==> src/rtl/hilo_div_issuer.sv <==
// hilo_div_issuer
//   EX-stage requester for a multi-cycle sequential divider, and owner of
//   the architectural HI/LO registers.
//   - DIV/DIVU launch a divide with a one-cycle div_valid pulse. The operands
//     are held in local registers and stay on div_a/div_b/div_sign until the
//     divide finishes. The pipeline is stalled for the whole divide.
//   - MTHI/MTLO write HI/LO directly and never stall.
//   - The divider cannot abort. A flushed divide is therefore drained:
//     its result is discarded, and only then can a new divide be issued.
//   - A watchdog ends any divide that takes too long and raises a sticky
//     timeout_err flag.
//
// Ports
//   clk, rst           clock; asynchronous active-high reset
//   ex_valid, ex_op    EX instruction valid and opcode
//                      (001 DIV, 010 DIVU, 011 MTHI, 100 MTLO)
//   ex_rs, ex_rt       dividend / MTHI-MTLO source, and divisor
//   ex_flush           kills the EX instruction this cycle
//   pipe_stall         holds EX and earlier stages
//   div_valid          start pulse to the divider
//   div_sign           1 selects a signed divide
//   div_a, div_b       operands to the divider
//   div_stall          divider busy flag
//   div_result         {remainder, quotient} from the divider
//   hi, lo             architectural HI (remainder) and LO (quotient)
//   timeout_err        sticky watchdog flag
module hilo_div_issuer #(
  parameter int DATA_W     = 32,
  parameter int MAX_CYCLES = 127
) (
  input  logic                  clk,
  input  logic                  rst,
  input  logic                  ex_valid,
  input  logic [2:0]            ex_op,
  input  logic [DATA_W-1:0]     ex_rs,
  input  logic [DATA_W-1:0]     ex_rt,
  input  logic                  ex_flush,
  output logic                  pipe_stall,
  output logic                  div_valid,
  output logic                  div_sign,
  output logic [DATA_W-1:0]     div_a,
  output logic [DATA_W-1:0]     div_b,
  input  logic                  div_stall,
  input  logic [2*DATA_W-1:0]   div_result,
  output logic [DATA_W-1:0]     hi,
  output logic [DATA_W-1:0]     lo,
  output logic                  timeout_err
);

  localparam int CNT_W = $clog2(MAX_CYCLES + 1);

  typedef enum logic [1:0] {IDLE, ISSUE, BUSY, DRAIN} state_t;

  state_t             state, state_nxt;
  logic [DATA_W-1:0]  op_a, op_b;
  logic               op_sign;
  logic [CNT_W-1:0]   cnt;
  logic               seen;        // div_stall has been observed high for the current divide
  logic               op_div, is_div, is_mthi, is_mtlo;
  logic               timeout_hit;
  logic               stall_raw, valid_raw, wr_div, wr_mt;

  assign op_div      = (ex_op == 3'b001) || (ex_op == 3'b010);
  assign is_div      = ex_valid && !ex_flush && op_div;
  assign is_mthi     = ex_valid && !ex_flush && (ex_op == 3'b011);
  assign is_mtlo     = ex_valid && !ex_flush && (ex_op == 3'b100);
  assign timeout_hit = (state != IDLE) && (cnt == CNT_W'(MAX_CYCLES));

  always_comb begin
    state_nxt = state;
    stall_raw = 1'b0;
    valid_raw = 1'b0;
    wr_div    = 1'b0;
    wr_mt     = 1'b0;
    case (state)
      IDLE: begin
        valid_raw = is_div;
        stall_raw = is_div;
        wr_mt     = 1'b1;
        if (is_div) state_nxt = ISSUE;
      end
      ISSUE: begin
        stall_raw = 1'b1;
        if (timeout_hit) begin
          stall_raw = 1'b0;
          state_nxt = IDLE;
        end else if (ex_flush) begin
          state_nxt = DRAIN;
        end else if (div_stall) begin
          state_nxt = BUSY;
        end
      end
      BUSY: begin
        stall_raw = div_stall;
        if (timeout_hit) begin
          stall_raw = 1'b0;
          state_nxt = IDLE;
        end else if (ex_flush) begin
          // A flush beats a completion in the same cycle: no HI/LO write.
          state_nxt = DRAIN;
        end else if (!div_stall) begin
          wr_div    = 1'b1;
          state_nxt = IDLE;
        end
      end
      DRAIN: begin
        // A following divide must wait for the divider; MTHI/MTLO may proceed.
        stall_raw = ex_valid && op_div;
        wr_mt     = 1'b1;
        if (timeout_hit) begin
          stall_raw = 1'b0;
          state_nxt = IDLE;
        end else if (seen && !div_stall) begin
          state_nxt = IDLE;
        end
      end
      default: state_nxt = IDLE;
    endcase
  end

  always_ff @(posedge clk or posedge rst) begin
    if (rst) begin
      state       <= IDLE;
      op_a        <= '0;
      op_b        <= '0;
      op_sign     <= 1'b0;
      cnt         <= '0;
      seen        <= 1'b0;
      hi          <= '0;
      lo          <= '0;
      timeout_err <= 1'b0;
    end else begin
      state       <= state_nxt;
      timeout_err <= timeout_err || timeout_hit;

      if (state == IDLE && is_div) begin
        op_a    <= ex_rs;
        op_b    <= ex_rt;
        op_sign <= (ex_op == 3'b001);
        cnt     <= '0;
      end else if (state != IDLE) begin
        cnt <= cnt + 1'b1;
      end

      // If the divide is flushed while still in ISSUE, the divider may not
      // have accepted it yet. DRAIN must then see div_stall rise before it
      // can treat div_stall low as the end of the divide.
      case (state)
        ISSUE:   seen <= div_stall;
        BUSY:    seen <= 1'b1;
        DRAIN:   seen <= seen || div_stall;
        default: seen <= 1'b0;
      endcase

      if (wr_div) begin
        hi <= div_result[2*DATA_W-1:DATA_W];
        lo <= div_result[DATA_W-1:0];
      end else if (wr_mt) begin
        if (is_mthi) hi <= ex_rs;
        if (is_mtlo) lo <= ex_rs;
      end
    end
  end

  // While in reset, all outputs read zero, even when a divide is presented.
  assign pipe_stall = stall_raw && !rst;
  assign div_valid  = valid_raw && !rst;
  assign div_sign   = rst ? 1'b0 : (state == IDLE) ? (ex_op == 3'b001) : op_sign;
  assign div_a      = rst ? '0 : (state == IDLE) ? ex_rs : op_a;
  assign div_b      = rst ? '0 : (state == IDLE) ? ex_rt : op_b;

endmodule

==> config.mk <==
export PLATFORM = sky130hd
export DESIGN_NAME = hilo_div_issuer
export DESIGN_NICKNAME = d
export VERILOG_FILES = /design/src/rtl/hilo_div_issuer.sv
export SDC_FILE = /design/constraint.sdc
export NUM_CORES = 1
export LEC_CHECK = 0
export CORE_MARGIN = 2
export CORE_UTILIZATION = 40
export DETAILED_ROUTE_END_ITERATION = 7
export HOLD_SLACK_MARGIN = 0.05
export MAX_ROUTING_LAYER = met4
export PLACE_DENSITY_LB_ADDON = 0.12
export SKIP_CTS_REPAIR_TIMING = 1
export SYNTH_ARGS = -nofsm -noshare
export SYNTH_HDL_FRONTEND = slang
export SYNTH_SLANG_ARGS = --single-unit
==> constraint.sdc <==
create_clock -name clk -period 4.6 [get_ports clk]
set_input_delay 0.46 -clock clk [delete_from_list [all_inputs] [get_ports clk]]
set_output_delay 0.46 -clock clk [all_outputs]
set_load 0.02 [all_outputs]
# After elaboration in Yosys (flattened, before gate mapping)
# Index checks and enable logic that the tools add are counted.
[totals] output_inout_bits=132 inputBits=136 elab_cells=83 register_bits=140
[op_classes] n_eq_ne=12 n_reduce_logical=26 n_addsub=1 muxes=35
[op_table] op="two-way mux 32 bit" n=10
[op_table] op="two-way mux 2 bit" n=9
[op_table] op="two-way mux 7 bit" n=2
[op_table] op="two-way mux 1 bit" n=11
[op_table] op="logical AND 1 bit" n=10
[op_table] op="nonzero test 2 bit" n=5
[op_table] op="inequality test 4 bit (second input constant)" n=2
[op_table] op="one-hot mux 2 bit (4 select lines)" n=1
[op_table] op="adder 7 x 1 -> 7 bit (second input constant)" n=1
[op_table] op="equality test 7 bit (second input constant)" n=1
[op_table] op="equality test 3 x 2 -> 1 bit (second input constant)" n=2
[op_table] op="equality test 2 bit (second input constant)" n=2
[op_table] op="one-hot mux 1 bit (4 select lines)" n=1
[op_table] op="AND reduction 2 bit" n=2
[op_table] op="AND reduction 4 bit" n=1
[op_table] op="equality test 3 x 1 -> 1 bit (second input constant)" n=1
[op_table] op="equality test 3 bit (second input constant)" n=1
[op_table] op="zero test 1 bit" n=3
[op_table] op="logical OR 1 bit" n=3
[op_table] op="inequality test 3 bit (second input constant)" n=1
[op_table] op="one-hot mux 1 bit (3 select lines)" n=1
[op_table] op="equality test 2 x 1 -> 1 bit (second input constant)" n=1
[op_table] op="zero test 2 bit" n=1
[op_table] op="inequality test 2 bit (second input constant)" n=1
[op_table] op="OR reduction 2 bit" n=1

# Longest topological paths before layout
[depth] depth_word=6 depth_mapped=10 depth_no_buf=6

# Worst setup path before layout
# No wires, ideal clock.
[synth_path] kind="reg-to-output" start="reg state[0]" end="out div_valid" path_stages_with_launch=10 n_path_buf=4 slack_ns=2.117 t_required_ns=4.140 arrival_ns=2.023 cell_sequence="dfrtp_1 inv_1 ha_1 buf_2 inv_2 or4_1 clkbuf_1 buf_6 buf_6 nor2_1"
[synth_via] elab_chain_len=3
[synth_rtl] element="start, declared" line_no="54" rtl="state_t state, state_nxt;"
[synth_rtl] element="start signal, assigned" line_no="133" rtl="state <= state_nxt;"
[synth_rtl] element="zero test 2 bit" line_no="75" rtl="case (state)"
[synth_rtl] element="two-way mux 1 bit" line_no="75"
[synth_rtl] element="logical AND 1 bit" line_no="167" rtl="assign div_valid = valid_raw && !rst;"
[synth_rtl] element="end, declared" line_no="39" rtl="output logic div_valid,"
# No other way between the ends.

# Worst setup path in the final report
[layout_path] start="reg state[0]" end="out div_b[14]"
[layout_via] elab_chain_len=3
[layout_rtl] element="zero test 2 bit" line_no="170" rtl="assign div_b = rst ? '0 : (state == IDLE) ? ex_rt : op_b;"
[layout_rtl] element="two-way mux 32 bit (2 in a row)" line_no="170"
[layout_rtl] element="end, declared" line_no="42" rtl="output logic [DATA_W-1:0] div_b,"
# No other way between the ends.

==> metrics.md <==
| Metric | Value |
|---|---|
| Power Dens Cells | about 670 nW/um^2 |
| Initial antenna violation count | 0 |
| Sink Count | 140 |
| H-tree depth | 4 |
| Average size of a mapped cell | around 11 um^2 |
| Final setup violation count | 0 |
| Most frequent cells in the layout | 266 x clkdlybuf4s50_1, 140 x dfrtp_1, 138 x nor2_1, 130 x mux2i_1, 68 x a21oi_1 |
| Critical Path Start | state[0] |
| Wirelength per Cell | ~17 um |
| Outcome | complete, no violations |
| Fin crit share | between 70 and 80% |
| Cell Area, Placed | about 9900 um^2 |
| Simple-gate area share of the yosys netlist | under 10% |
| Post-synthesis xor/xnor area fraction | 0.250% |
| Peak supply drop | around 0.00032 V |
| Final setup TNS | 0 ns |
| Multi-input logic area | between 3000 and 4000 um^2 |
| Number of global-route vias before repair | 5935 |
| Mapped Nets | 784 |
| CTS tree | built |
| Max-cap violation count | 0 |
| Die width | between 100 and 150 um |
| R2R Path Start | state[0] |
| Fmax | 0.307 GHz |
| Placement Setup Slack | 1.64 ns |
| Storage cell area | 3500 um^2 |
| Router iterations before antenna repair | 4 |
| Endpoints failing hold | 0 |
| Grt total ovfl | 0 |
| Die area | roughly 19000 um^2 |
| CP arrival | ~2.8 ns |
| Worst setup SP type | flop |
| Routability Congestion | 0.814 |
| DP HPWL | around 13000 um |
| CTS root buf | clkbuf_16 |
| Mapped Area | about 7000 um^2 |
| Antenna viol nets, final | 0 |
| Total Nets Final | 1032 |
| Most common cell after layout, fill and taps aside | clkdlybuf4s50_1 |
| Seq/Total Area, Yosys | between 40% and 50% |
| Tmin final | between 3 and 4 ns |
| Seq cells post-synth | 140 |
| Critical path endpoint | div_b[14] |
| Mapped Cells | 642 |
| RSZ-0062 raised after global routing | false |
| Fillers | roughly 1400 |
| Via-to-Cell Ratio | between 5 and 6 |
| Row count | 48 |
| CP Capture Type | primary output |
| Fin. max-slew vios | 0 |
| Number of CTS-inserted buffers | 17 |
| WL final | 19100 um |
| Compound-Gate Fraction of Synth Area | 6.62% |
| Setup ws final | 1.34 ns |
| Rel. slew slack | 17.4% |
| Adder-Cell Fraction of Synth Area | about 1.1% |
| Critical Path RT | a little over 4 ns |
| Crit Path Category | reg2out |
| Num ports | between 200 and 300 |
| Type of the most critical hold path | reg2reg |
| Crit path max fanout | 30 |
| Deepest clock path buffer count | 2 |
| Input/output buffers | between 200 and 300 |
| First-pass GRT wire length | 30700 um |
| Worst-path clk slew | 0.05 ns |
| Chip height | roughly 140 um |
| Largest net degree at the start of global routing | roughly 130 |
| Post-synthesis mux area share | around 29% |
| Static Leak | about 4.6 nW |
| Share of post-route cells with drive strength above 1 | about an eighth |
| DRT iter0 DRCs | 249 |
| Starting Density | between 40% and 50% |
| Total global-route track usage | 21.9% |
| CORE AREA | about 17000 um^2 |
| Inserted Diodes | 0 |
| Clock skew | a little over 0.008 ns |
| Worst skew pair latency | 0.42 ns |
| Main combinational cell family by area after synthesis | multiplexers |
| Area delta synth->final | 49.6% |
| DR DRC count | 0 |
| Final Util | between 60% and 70% |
| Cell area after layout | ~10000 um^2 |
| R2R Setup Slk | 1.95 ns |
| Library cells used by synthesis | 36 |
| Worst-margin pin slew | 1.24 ns |
| Vias | around 5700 |
| Yosys Warn Count | 0 |
| FF-to-FF End | lo[24] |
| Worst reg-to-reg path cell count | 6 |
==> report_power, final <==
part | internal (mW) | switching, mW | total, mW
logic | 1.74 | 1.65 | 3.39
registers | 1.86 | 0.342 | 2.20
clock network | 0.950 | 0.518 | 1.47
==> critical path: stages, from the launching register on <==
cell	delay (ns)
dfrtp_1	0.42
inv_1	0.17
ha_4	0.36
buf_4	0.50
mux2i_1	0.15
nor2_1	0.14
clkdlybuf4s50_1	0.62
==> worst min path at each step <==
stage,start,end,slack (ns),cells past startpoint
floorplan,cnt[5],cnt[5],0.45,1
global placement,timeout_err,timeout_err,0.45,1
detailed placement,timeout_err,timeout_err,0.46,1
CTS,timeout_err,timeout_err,0.48,1
global route,op_a[23],op_a[23],0.51,1
finish,timeout_err,timeout_err,0.48,1
==> cells by family (layout without fill, tap and decap cells) <==
group                      count (synthesis)  after routing
buffers and inverters                     50            311
DFF                                      140            140
xor gates and xnor gates                   2              2
adders and majority gates                  6              6
AOI/OAI and AO/OA                         86             86
muxes                                    195            195
and+or+nand+nor                          163            163
==> synth_stat cells <==
master / number / area, um^2
o211ai_1: 1 / 7.51
or4_1: 2 / 15.0
a2bb2oi_1: 1 / 8.76
o21a_1: 1 / 7.51
o21ai_0: 7 / 35.0
o2bb2ai_1: 2 / 17.5
a31oi_1: 1 / 6.26
and3_1: 1 / 6.26
nand4_1: 1 / 6.26
nand2_1: 6 / 22.5
xnor2_1: 1 / 8.76
buf_2: 14 / 70.1
mux2i_1: 130 / 1300
xor2_1: 1 / 8.76
clkbuf_1: 20 / 75.1
nor2_1: 138 / 518
buf_1: 9 / 33.8
a211o_1: 1 / 8.76
ha_1: 6 / 75.1
inv_1: 4 / 15.0
o31ai_1: 2 / 15.0
a21oi_1: 68 / 340
nand2b_4: 1 / 13.8
o31a_1: 1 / 8.76
inv_2: 1 / 3.75
dfrtp_1: 140 / 3500
nor3b_1: 2 / 15.0
buf_6: 2 / 22.5
nor4_2: 1 / 12.5
nand3_1: 4 / 20.0
nand2b_1: 5 / 31.3
nor4_1: 1 / 6.26
and4b_1: 1 / 10.0
mux2_4: 6 / 90.1
a22o_1: 1 / 8.76
mux2_2: 59 / 664
==> through the flow <==
stage          power (mW)  instances  hold WS (ns)
2_1_floorplan        4.14        642         0.447
3_5_place_dp         5.63       1096         0.464
5_1_grt              7.49       1128         0.513
6_report             7.06       1128         0.482
4_1_cts              7.14       1128         0.480
3_3_place_gp         5.54       1096         0.450
==> sequential cells by signal, indices dropped and copies added, names as in the netlist <==
name / count
op_b: 32
state: 2
lo: 32
hi: 32
timeout_err: 1
seen: 1
cnt: 7
op_sign: 1
op_a: 32
==> layout make-up <==
cell class,instances,area share [%]
Tap cell,225,2.68
Clock inverter,10,1.55
Multi-Input combinational cell,452,31.7
Clock buffer,22,4.52
Timing Repair Buffer,274,25.9
Sequential cell,140,33.4
Inverter,5,0.215
==> metal layers <==
metal  wire (um)  global-route usage [%]  vias up
li1            -                       -     2730
met1        7730                    25.1     2720
met2        9510                    36.3      191
met3        1420                    6.82       34
met4         468                    8.22        0
met5           0                       -        -
Note: power is estimated with default switching activity, not from simulation.
